$ cat config.mk
export PLATFORM = sky130hd
export DESIGN_NAME = rv_int_ctrl
export DESIGN_NICKNAME = d
export VERILOG_FILES = /design/src/rtl/rv_int_ctrl.sv
export SDC_FILE = /design/constraint.sdc
export NUM_CORES = 1
export LEC_CHECK = 0
export ABC_AREA = 1
export BUFFER_PORTS_ARGS = -buffer_cell sky130_fd_sc_hd__buf_4
export CORE_UTILIZATION = 58
export CTS_CLUSTER_DIAMETER = 200
export DETAILED_ROUTE_END_ITERATION = 8
export MAX_ROUTING_LAYER = met4
export PLACE_DENSITY = 0.91
export SLEW_MARGIN = 30
export SYNTH_ARGS = -nofsm -noshare
export SYNTH_HDL_FRONTEND = slang
export SYNTH_SLANG_ARGS = --single-unit
$ cat constraint.sdc
create_clock -name clk -period 5.5 [get_ports clk]
set_clock_uncertainty 0.2 [all_clocks]
set_input_delay 0 -clock clk [delete_from_list [all_inputs] [get_ports clk]]
set_output_delay 0 -clock clk [all_outputs]
set_load 0.05 [all_outputs]
$ cat src/rtl/rv_int_ctrl.sv
// rtl/rv_int_ctrl.sv - 16-line interrupt controller with mask, edge/level detect, priority and req/ack/EOI FSM
// Optional macro RV_INT_CTRL_SYNC_EN inserts a two-flop synchronizer on int_i.
module rv_int_ctrl #(
    parameter int NUM_SRC = 16,
    parameter int ID_W    = 4
) (
    input  logic            clk,
    input  logic            rst,
    input  logic [15:0]     int_i,
    input  logic            we_i,
    input  logic [3:0]      addr_i,
    input  logic [31:0]     data_i,
    output logic [31:0]     data_o,
    output logic            irq_o,
    output logic [ID_W-1:0] irq_id_o,
    input  logic            irq_ack_i
);
    localparam logic [15:0] SRC_MASK = 16'((32'h1 << NUM_SRC) - 32'h1);

    localparam logic [1:0] ST_IDLE = 2'd0;
    localparam logic [1:0] ST_REQ  = 2'd1;
    localparam logic [1:0] ST_BUSY = 2'd2;

    logic [15:0]     s2;
    logic [15:0]     mask_q, mask_d;
    logic [15:0]     edge_q, edge_d;
    logic [15:0]     pend_q, pend_d;
    logic [15:0]     prev_q, prev_d;
    logic [1:0]      state_q, state_d;
    logic [ID_W-1:0] id_q, id_d;

    logic [15:0]     rise;
    logic [15:0]     pend_vis;
    logic [15:0]     req_vec;
    logic [15:0]     clr;
    logic [ID_W-1:0] low_id;
    logic            wr_mask, wr_edge, wr_pend, wr_eoi;
    logic            ack_take;
    logic            unused_bits;

    assign unused_bits = ^{data_i[31:16], addr_i[1:0]};

`ifdef RV_INT_CTRL_SYNC_EN
    logic [15:0] s1_q, s2_q;

    always_ff @(posedge clk or negedge rst) begin
        if (!rst) begin
            s1_q <= '0;
            s2_q <= '0;
        end else begin
            s1_q <= int_i;
            s2_q <= s1_q;
        end
    end

    assign s2 = s2_q;
`else
    // Lines are already synchronous; hold them at 0 during reset like the flops would be.
    assign s2 = int_i & {16{rst}};
`endif

    assign wr_mask = we_i && (addr_i[3:2] == 2'd0);
    assign wr_edge = we_i && (addr_i[3:2] == 2'd1);
    assign wr_pend = we_i && (addr_i[3:2] == 2'd2);
    assign wr_eoi  = we_i && (addr_i[3:2] == 2'd3);

    assign rise     = s2 & ~prev_q & SRC_MASK;
    assign pend_vis = ((edge_q & pend_q) | (~edge_q & s2)) & SRC_MASK;
    assign req_vec  = pend_vis & mask_q;
    assign ack_take = (state_q == ST_REQ) && irq_ack_i;

    // A new edge in the same cycle as a W1C or ack clear keeps the bit set.
    assign clr    = (wr_pend ? data_i[15:0] : 16'h0) | (ack_take ? (16'h1 << id_q) : 16'h0);
    assign pend_d = edge_q & SRC_MASK & (rise | (pend_q & ~clr));
    assign mask_d = wr_mask ? (data_i[15:0] & SRC_MASK) : mask_q;
    assign edge_d = wr_edge ? (data_i[15:0] & SRC_MASK) : edge_q;
    assign prev_d = s2;

    always_comb begin
        low_id = '0;
        for (int i = NUM_SRC - 1; i >= 0; i--) begin
            if (req_vec[i]) begin
                low_id = ID_W'(i);
            end
        end
    end

    always_comb begin
        state_d = state_q;
        id_d    = id_q;
        case (state_q)
            ST_IDLE: begin
                if (req_vec != 16'h0) begin
                    id_d    = low_id;
                    state_d = ST_REQ;
                end
            end
            ST_REQ: begin
                if (irq_ack_i) begin
                    state_d = ST_BUSY;
                end else if (!req_vec[id_q]) begin
                    state_d = ST_IDLE;
                end
            end
            ST_BUSY: begin
                if (wr_eoi) begin
                    state_d = ST_IDLE;
                end
            end
            default: state_d = ST_IDLE;
        endcase
    end

    always_ff @(posedge clk or negedge rst) begin
        if (!rst) begin
            mask_q  <= '0;
            edge_q  <= '0;
            pend_q  <= '0;
            prev_q  <= '0;
            state_q <= ST_IDLE;
            id_q    <= '0;
        end else begin
            mask_q  <= mask_d;
            edge_q  <= edge_d;
            pend_q  <= pend_d;
            prev_q  <= prev_d;
            state_q <= state_d;
            id_q    <= id_d;
        end
    end

    assign irq_o    = (state_q == ST_REQ);
    assign irq_id_o = id_q;

    always_comb begin
        data_o = 32'h0;
        case (addr_i[3:2])
            2'd0:    data_o = {16'h0, mask_q};
            2'd1:    data_o = {16'h0, edge_q};
            2'd2:    data_o = {16'h0, pend_vis};
            default: data_o = 32'({(state_q == ST_BUSY), id_q});
        endcase
    end

endmodule

==> impl_results.md, run 1 <==
- Critical R2R Launch: state_q[1]
- Critical path start-end classification: input pin to flip-flop
- Reg power frac: 37.6%
- Class of the most critical hold timing path: input pin to asynchronous set/reset pin
- Final Critical Period: 2.604 ns
- IO Count: 93
- Sinks on the clock net: 70
- Internal portion of total power: 1.057 mW
- Max transition margin: 43.81%
- Number of buffers on the longest clock path: 2
- Total gr overflow: 0
- Unrepaired setup endpoints after global routing: false
- Fraction of registers with async set or reset after synthesis: 100.0%
- Count of routing violations after the opening detailed-route iteration: 338
- Startpoint types: input pin
- Seq/Total Area, Yosys: 45.66%
- Avg Synthesized Cell Area: 7.611 sq um
- CP max FO: 73
- Cell area after layout: 4841 sq um
- Area Overhead vs Synth: 26.19%
- Power density over the cells: 365.0 nW/um^2
- Global Route Usage Sum: 31.92%
- Series of cell instances along the critical path: dlygate4sd3_1, buf_6, buf_4, nand2_2, nand2_1, nand2_1, nor2_1, nand2_1, nand2_1, nand2_1, nand2_1, nand2_1, nand2_1, nand2_1, nand2_1, nand2_1, nand2_1, nand2_1, nand2_1, nand2_1, nand2_1, nand2_1, nand2_1
- Syn Inst Count: 504
- Most frequent CP cell: nand2_1
- Fraction of final layout cells with drive strength greater than 1: 18.27%
- Via Count: 3791
- Number of hold-slack violations in the final timing report: 0
- Die Height: 83.33 microns
- Delay of the slowest critical-path stage: 0.54 ns
- Number of design rule violations left after detail routing: 0
- Buffer type at the clock tree root: clkbuf_8
- Number of nets in the final layout: 653
- Required time reported for the critical path endpoint: 5.59 ns
- Net switching power: 0.7094 mW
- Initial antenna violation count: 0
- Netlist Area Pre-Place: 3836 sq um
- Critical-path top delay cell: dlygate4sd3_1
- Count of yosys warnings during synthesis: 0
- Maximum number of pins on one net before global-route repair: 74
- FF+latch area: 1752 sq um
- Fill cells: 461
- Area of the die: 6943 sq um
- Result of the run: finished, final reports clean
- Clock buffers created by TritonCTS: 9
- Number of cells on the worst reg-to-reg path: 5
- Max-capacitance violation count: 0
- Clock edge transition at the registers on the reported setup and hold paths: 0.08 ns
- Detailed Place HPWL: 6.778 mm
- CP Capture Type: flip-flop
- Setup violations, final: 0
- TritonCTS clock tree: done
- Actual transition at the worst max-transition pin: 0.8397 ns
- Clock latency of the later-clocked register in the worst-skew pair: 0.35 ns
- Number of synthesized flops with an enable pin: 0
- Global-route wire length before repair: 16.90 mm
- Max-slew violation total from the final report: 0
- Kind of cell with the highest combined delay on the critical path: buffers and inverters
- Terminus of the critical flop-to-flop path: pend_q[10]
- Number of levels the H-tree was split into: 3
- Switching share of power: 40.15%
- Vias in the first global route: 3678
- Comb pwr share: 36.2%
- Share of power burned in the clock network: 26.1%
- Initial standard-cell utilization of the core: 60.41%
- DP Area: 4259 sq um
- Std-Cell Core Area: 6350 sq um
- Most frequently used flop master after synthesis: dfrtp_1
- Row Count: 29
- IO Port Bufs: 58
- Number of vias per cell: 5.583
- Worst reg-to-reg setup slack: 3.36 ns
- Routability Congestion: 0.9291
- Width of the die: 83.33 microns
- Area taken by multi-input logic gates: 1737 sq um
- Total negative setup slack: 0 ns
- Final period util: 47.34%
- #FFs+latches synth: 70
- Antenna Diode Count: 0
- Antenna-violating nets left: 0
- Number of detailed-route iterations in the first pass: 5
- Count of different cell masters after synthesis: 31
- Routed length per instance: 15.05 microns
- Total length of routed wires: 10.22 mm
- Pleak: 2.564 nW
- Worst voltage drop across the vdd grid: 0.2529 mV
- FMAX: 384.1 MHz
- Buf/Inv on CP: 3
- Data arrival time at the worst-slack endpoint: 2.69 ns
## area by class of cell
type	instances	area share [%]
Inverter	59	4.575
Multi-Input combinational cell	361	35.88
Sequential cell	70	36.19
Clock buffer	10	2.843
Clock inverter	6	1.758
Tap cell	77	1.990
Timing Repair Buffer	96	16.77
## synth_stat cells (all sizes together), types with 2 or more instances
| cell type | number | area, sq um |
|---|---|---|
| o21a | 14 | 105.1 |
| nor2 | 45 | 168.9 |
| o211ai | 6 | 45.04 |
| a221oi | 2 | 17.52 |
| clkbuf | 11 | 41.29 |
| a21oi | 18 | 90.09 |
| o21ai | 65 | 362.8 |
| o22ai | 2 | 12.51 |
| buf | 18 | 146.4 |
| inv | 59 | 221.5 |
| nand4 | 3 | 18.77 |
| nand3 | 10 | 55.05 |
| nand2 | 169 | 689.4 |
| dfrtp | 70 | 1752 |
| o2111ai | 4 | 35.03 |
## how the worst max path moves through the flow
stage	endpoint	startpoint	slack [ns]	depth (start not counted)
finish	irq_id_o[0]	rst	2.90	23
global route	irq_id_o[0]	rst	2.56	23
CTS	irq_id_o[0]	rst	2.65	23
detailed placement	irq_id_o[0]	rst	2.86	22
global placement	irq_id_o[0]	rst	2.90	22
floorplan	pend_q[0]	state_q[1]	3.32	5
## sequential cells by signal (all words and copies together) (netlist names)
| name | count |
|---|---|
| edge_q | 16 |
| irq_id_o | 4 |
| mask_q | 16 |
| pend_q | 16 |
| prev_q | 16 |
| state_q | 2 |
## power groups by stage
stage,logic (mW),registers (mW),clock network (mW)
finish,0.640,0.665,0.462
global route,0.694,0.675,0.484
CTS,0.629,0.662,0.467
detailed placement,0.600,0.671,0
global placement,0.591,0.667,0
floorplan,0.403,0.691,0
## layout by cell type, fill, tap and decap left out, drive strengths merged
master       instances
a31oi                1
dfrtp               70
bufinv               2
a41oi                1
clkinv               2
a21oi               18
nand2              169
o21bai               1
clkbuf              10
o21ai               65
o2111ai              4
o221ai               1
clkinvlp             2
nor3                 1
dlygate4sd3         35
nand3               10
o21a                14
inv                 59
nor2                45
conb                16
a221oi               2
o211ai               6
nand4                3
o41ai                1
buf                 61
o22ai                2
o31ai                1
## metal layers
metal  share of wire [%]  global-route usage [%]
met3                 8.3                   5.169
met5                   0                       -
met2                  48                   50.82
met1                  40                   39.30
met4                 4.0                   16.93
## stage by stage
stage / instances / setup slack, ns / util [%] / hold slack, ns / total power [mW]
5_1_grt: 679 / 2.556 / 76.24 / 0.1217 / 1.853
3_5_place_dp: 628 / 2.855 / 67.07 / 0.003296 / 1.270
4_1_cts: 679 / 2.650 / 76.10 / 0.07710 / 1.757
2_1_floorplan: 519 / 3.319 / - / -0.4956 / 1.094
6_report: 679 / 2.896 / 76.24 / 0.03574 / 1.767
3_3_place_gp: 628 / 2.902 / 67.07 / -0.006809 / 1.258
## logic make-up after synthesis
logic type	share of synthesized area [%]
AO/OA/AOI/OAI	19.15
other	0.09775
AND/OR/NAND/NOR	24.43
flip-flops	45.66
buffers and inverters	10.67
## worst reg2reg max path, delay by kind of cell, from the launching register on
family	cells	cell delay, ns
AO/OA/AOI/OAI	2	0.40
flip-flops	1	0.41
AND/OR/NAND/NOR	3	1.01
## what timing repair did
action,CTS,global route
resized for setup,0,0
hold endpoints to repair,125,0
hold buffers,35,0
buffers inserted,0,0
Note: power is estimated with default switching activity, not from simulation.
==> run 2, diff against run 1 <==
CORE_UTILIZATION = 54   (was 58)
PLACE_DENSITY = 0.85   (was 0.91)
clock period = 2.4 ns   (was 5.5 ns; I/O delays follow)
==> run 2 against run 1 <==
Setup slack worse by 2.5 ns; highest routed layer unchanged; hold slack worse by 0.023 ns; sequential power rose by 130%; critical endpoint unchanged; clock power up 140%; wire length up 1.6%.
==> impl_results.md, run 2 (synthesis gave the netlist of run 1 again) <==
- Detailed Place HPWL: 7.126 mm (was 6.778 mm)
- Launch point of the worst hold path: we_i
- Post-CTS setup buffer count: 0 (unchanged)
- Most frequent cells in the layout: 151 x nand2_1, 70 x dfrtp_1, 68 x buf_4 (was 149 x nand2_1, 70 x dfrtp_1, 60 x buf_4)
- Final hold slack: 0.01249 ns (was 0.03574 ns)
- Number of vias per cell: 5.257 (was 5.583)
- IO Port Bufs: 58 (unchanged)
- Pleak: 2.629 nW (was 2.564 nW)
- Clock latency of the later-clocked register in the worst-skew pair: 0.36 ns (was 0.35 ns)
- Initial antenna violation count: 0 (unchanged)
- Antenna Diode Count: 0 (unchanged)
- Delay of the slowest critical-path stage: 0.53 ns (was 0.54 ns)
- Vias in the first global route: 3549 (was 3678)
- Total negative setup slack: 0 ns (unchanged)
- Max-capacitance violation count: 0 (unchanged)
- Number of hold-slack violations in the final timing report: 0 (unchanged)
- Total length of routed wires: 10.39 mm (was 10.22 mm)
- Required time reported for the critical path endpoint: 2.45 ns (was 5.59 ns)
- Number of nets in the final layout: 663 (was 653)
- Detailed route wirelength on metal2: 4.992 mm (was 4.880 mm)
- Number of detailed-route iterations in the first pass: 5 (unchanged)
- Top layer used by detailed routing: met4 (unchanged)
- Result of the run: finished, final reports clean (unchanged)
- Met3 Wirelength: 698 microns (was 845 microns)
- Std-Cell Core Area: 6832 sq um (was 6350 sq um)
- Via Count: 3722 (was 3791)
- Maximum number of pins on one net before global-route repair: 33 (was 74)
- Buffer type at the clock tree root: clkbuf_8 (unchanged)
- Hold Path Stages: 5
- Critical path start-end classification: input pin to flip-flop (unchanged)
- Actual transition at the worst max-transition pin: 0.5921 ns (was 0.8397 ns)
- Number of design rule violations left after detail routing: 0 (unchanged)
- Antenna-violating nets left: 0 (unchanged)
- CP Capture Type: flip-flop (unchanged)
- Initial standard-cell utilization of the core: 56.15% (was 60.41%)
- Endpoint of the worst hold path: edge_q[12]
- Critical-path top delay cell: dlygate4sd3_1 (unchanged)
- Power density over the cells: 830.5 nW/um^2 (was 365.0 nW/um^2)
- Global Route Usage Sum: 30.86% (was 31.92%)
- TritonCTS clock tree: done (unchanged)
- Number of buffers on the longest clock path: 2 (unchanged)
- Max transition margin: 60.49% (was 43.81%)
- Routability Congestion: 0.9520 (was 0.9291)
- FMAX: 499.2 MHz
- Commonest non-fill, non-tap cell in the layout: nand2_1 (unchanged)
- Clock edge transition at the registers on the reported setup and hold paths: 0.07 ns (was 0.08 ns)
- Max-slew violation total from the final report: 0 (unchanged)
- Area of the die: 7445 sq um (was 6943 sq um)
- Worst reg-to-reg setup slack: 0.45 ns (was 3.36 ns)
- Global-route wire length before repair: 16.73 mm (was 16.90 mm)
- Total gr overflow: 0 (unchanged)
- Critical R2R Launch: edge_q[14] (was state_q[1])
- Final Critical Period: 2.003 ns
- IO Count: 93 (unchanged)
- Area Overhead vs Synth: 29.42% (was 26.19%)
- Total power draw: 4.123 mW (was 1.767 mW)
- CP Launch Point: rst (unchanged)
- Most frequent CP cell: nand2_1 (unchanged)
- Sinks on the clock net: 70 (unchanged)
- Fill cells: 531 (was 461)
- Met1 WL: 4.469 mm (was 4.081 mm)
- Terminus of the critical flop-to-flop path: irq_id_o[0] (was pend_q[10])
- Clock buffers created by TritonCTS: 9 (unchanged)
- Final period util: 83.46%
- Fraction of final layout cells with drive strength greater than 1: 19.12% (was 18.27%)
- Number of levels the H-tree was split into: 3 (unchanged)
- Die Height: 86.29 microns (was 83.33 microns)
- Startpoint types: input pin (unchanged)
- Row Count: 30 (was 29)
- Class of the most critical hold timing path: input pin to flip-flop (was input pin to asynchronous set/reset pin)
- Series of cell instances along the critical path: dlygate4sd3_1, buf_4, nand2_2, o21ai_1, nand2_1, nand2_1, nand2_1, nand2_1, nand2_1, nand2_1, nand2_1, nand2_1, nand2_1, nand2_1, nand2_1, nand2_1, nand2_1, nand2_1, nand2_1 (was dlygate4sd3_1, buf_6, buf_4, nand2_2, nand2_1, nand2_1, nor2_1, nand2_1, nand2_1, nand2_1, nand2_1, nand2_1, nand2_1, nand2_1, nand2_1, nand2_1, nand2_1, nand2_1, nand2_1, nand2_1, nand2_1, nand2_1, nand2_1)
- Setup violations, final: 0 (unchanged)
- CP max FO: 12 (was 73)
- Count of routing violations after the opening detailed-route iteration: 329 (was 338)
- Number of cells on the worst reg-to-reg path: 10 (was 5)
- Routed length per instance: 14.67 microns (was 15.05 microns)
- Width of the die: 86.29 microns (was 83.33 microns)
- Unrepaired setup endpoints after global routing: false (unchanged)
- Worst voltage drop across the vdd grid: 0.4378 mV (was 0.2529 mV)
- Data arrival time at the worst-slack endpoint: 2.05 ns (was 2.69 ns)
## run 2: worst max path at each step
stage | end | slack (ns)
floorplan | pend_q[0] | 0.22
finish | irq_id_o[0] | 0.40
CTS | irq_id_o[0] | 0.40
global route | irq_id_o[1] | 0.11
detailed placement | irq_id_o[1] | 0.41
global placement | irq_id_o[0] | 0.46
## run 2: metrics by stage
step | setup WS (ns) | util, % | area (sq um) | std cells
final | 0.3969 | 72.67 | 4965 | 708
after global routing | 0.1141 | 72.67 | 4965 | 708
after CTS | 0.3975 | 72.75 | 4970 | 708
after detailed placement | 0.4142 | 64.05 | 4375 | 656
after global placement | 0.4618 | 64.05 | 4375 | 656
after floorplan | 0.2187 | - | 3892 | 519
## run 2: cell type report
| cell class | count | area (sq um) | share of cell area, % |
|---|---|---|---|
| Inverter | 59 | 221.5 | 4.461 |
| Clock inverter | 3 | 65.06 | 1.310 |
| Clock buffer | 13 | 168.9 | 3.402 |
| Tap cell | 96 | 120.1 | 2.419 |
| Multi-Input combinational cell | 361 | 1732 | 34.88 |
| Timing Repair Buffer | 106 | 905.9 | 18.25 |
| Sequential cell | 70 | 1752 | 35.28 |
## run 2: power by group
group / internal, mW / switching (mW)
registers: 1.35 / 0.173
clock network: 0.669 / 0.447
logic: 0.489 / 1.00
## run 2: routing by layer
metal | vias to the layer above | GRT usage [%]
li1 | 1793 | -
met1 | 1721 | 39.45
met2 | 187 | 49.35
met3 | 21 | 4.190
met4 | 0 | 13.79
met5 | - | -
## run 2: critical path: cells and delay by family
family / cells / cell delay (ns)
and+or+nand+nor: 16 / 1.05
buffers and inverters: 2 / 0.78
AOI/OAI and AO/OA: 1 / 0.20
## run 2: repair_timing
item	in CTS	in global routing
gates resized for setup	0	0
hold buffers	36	0
endpoints found under the hold margin	136	0
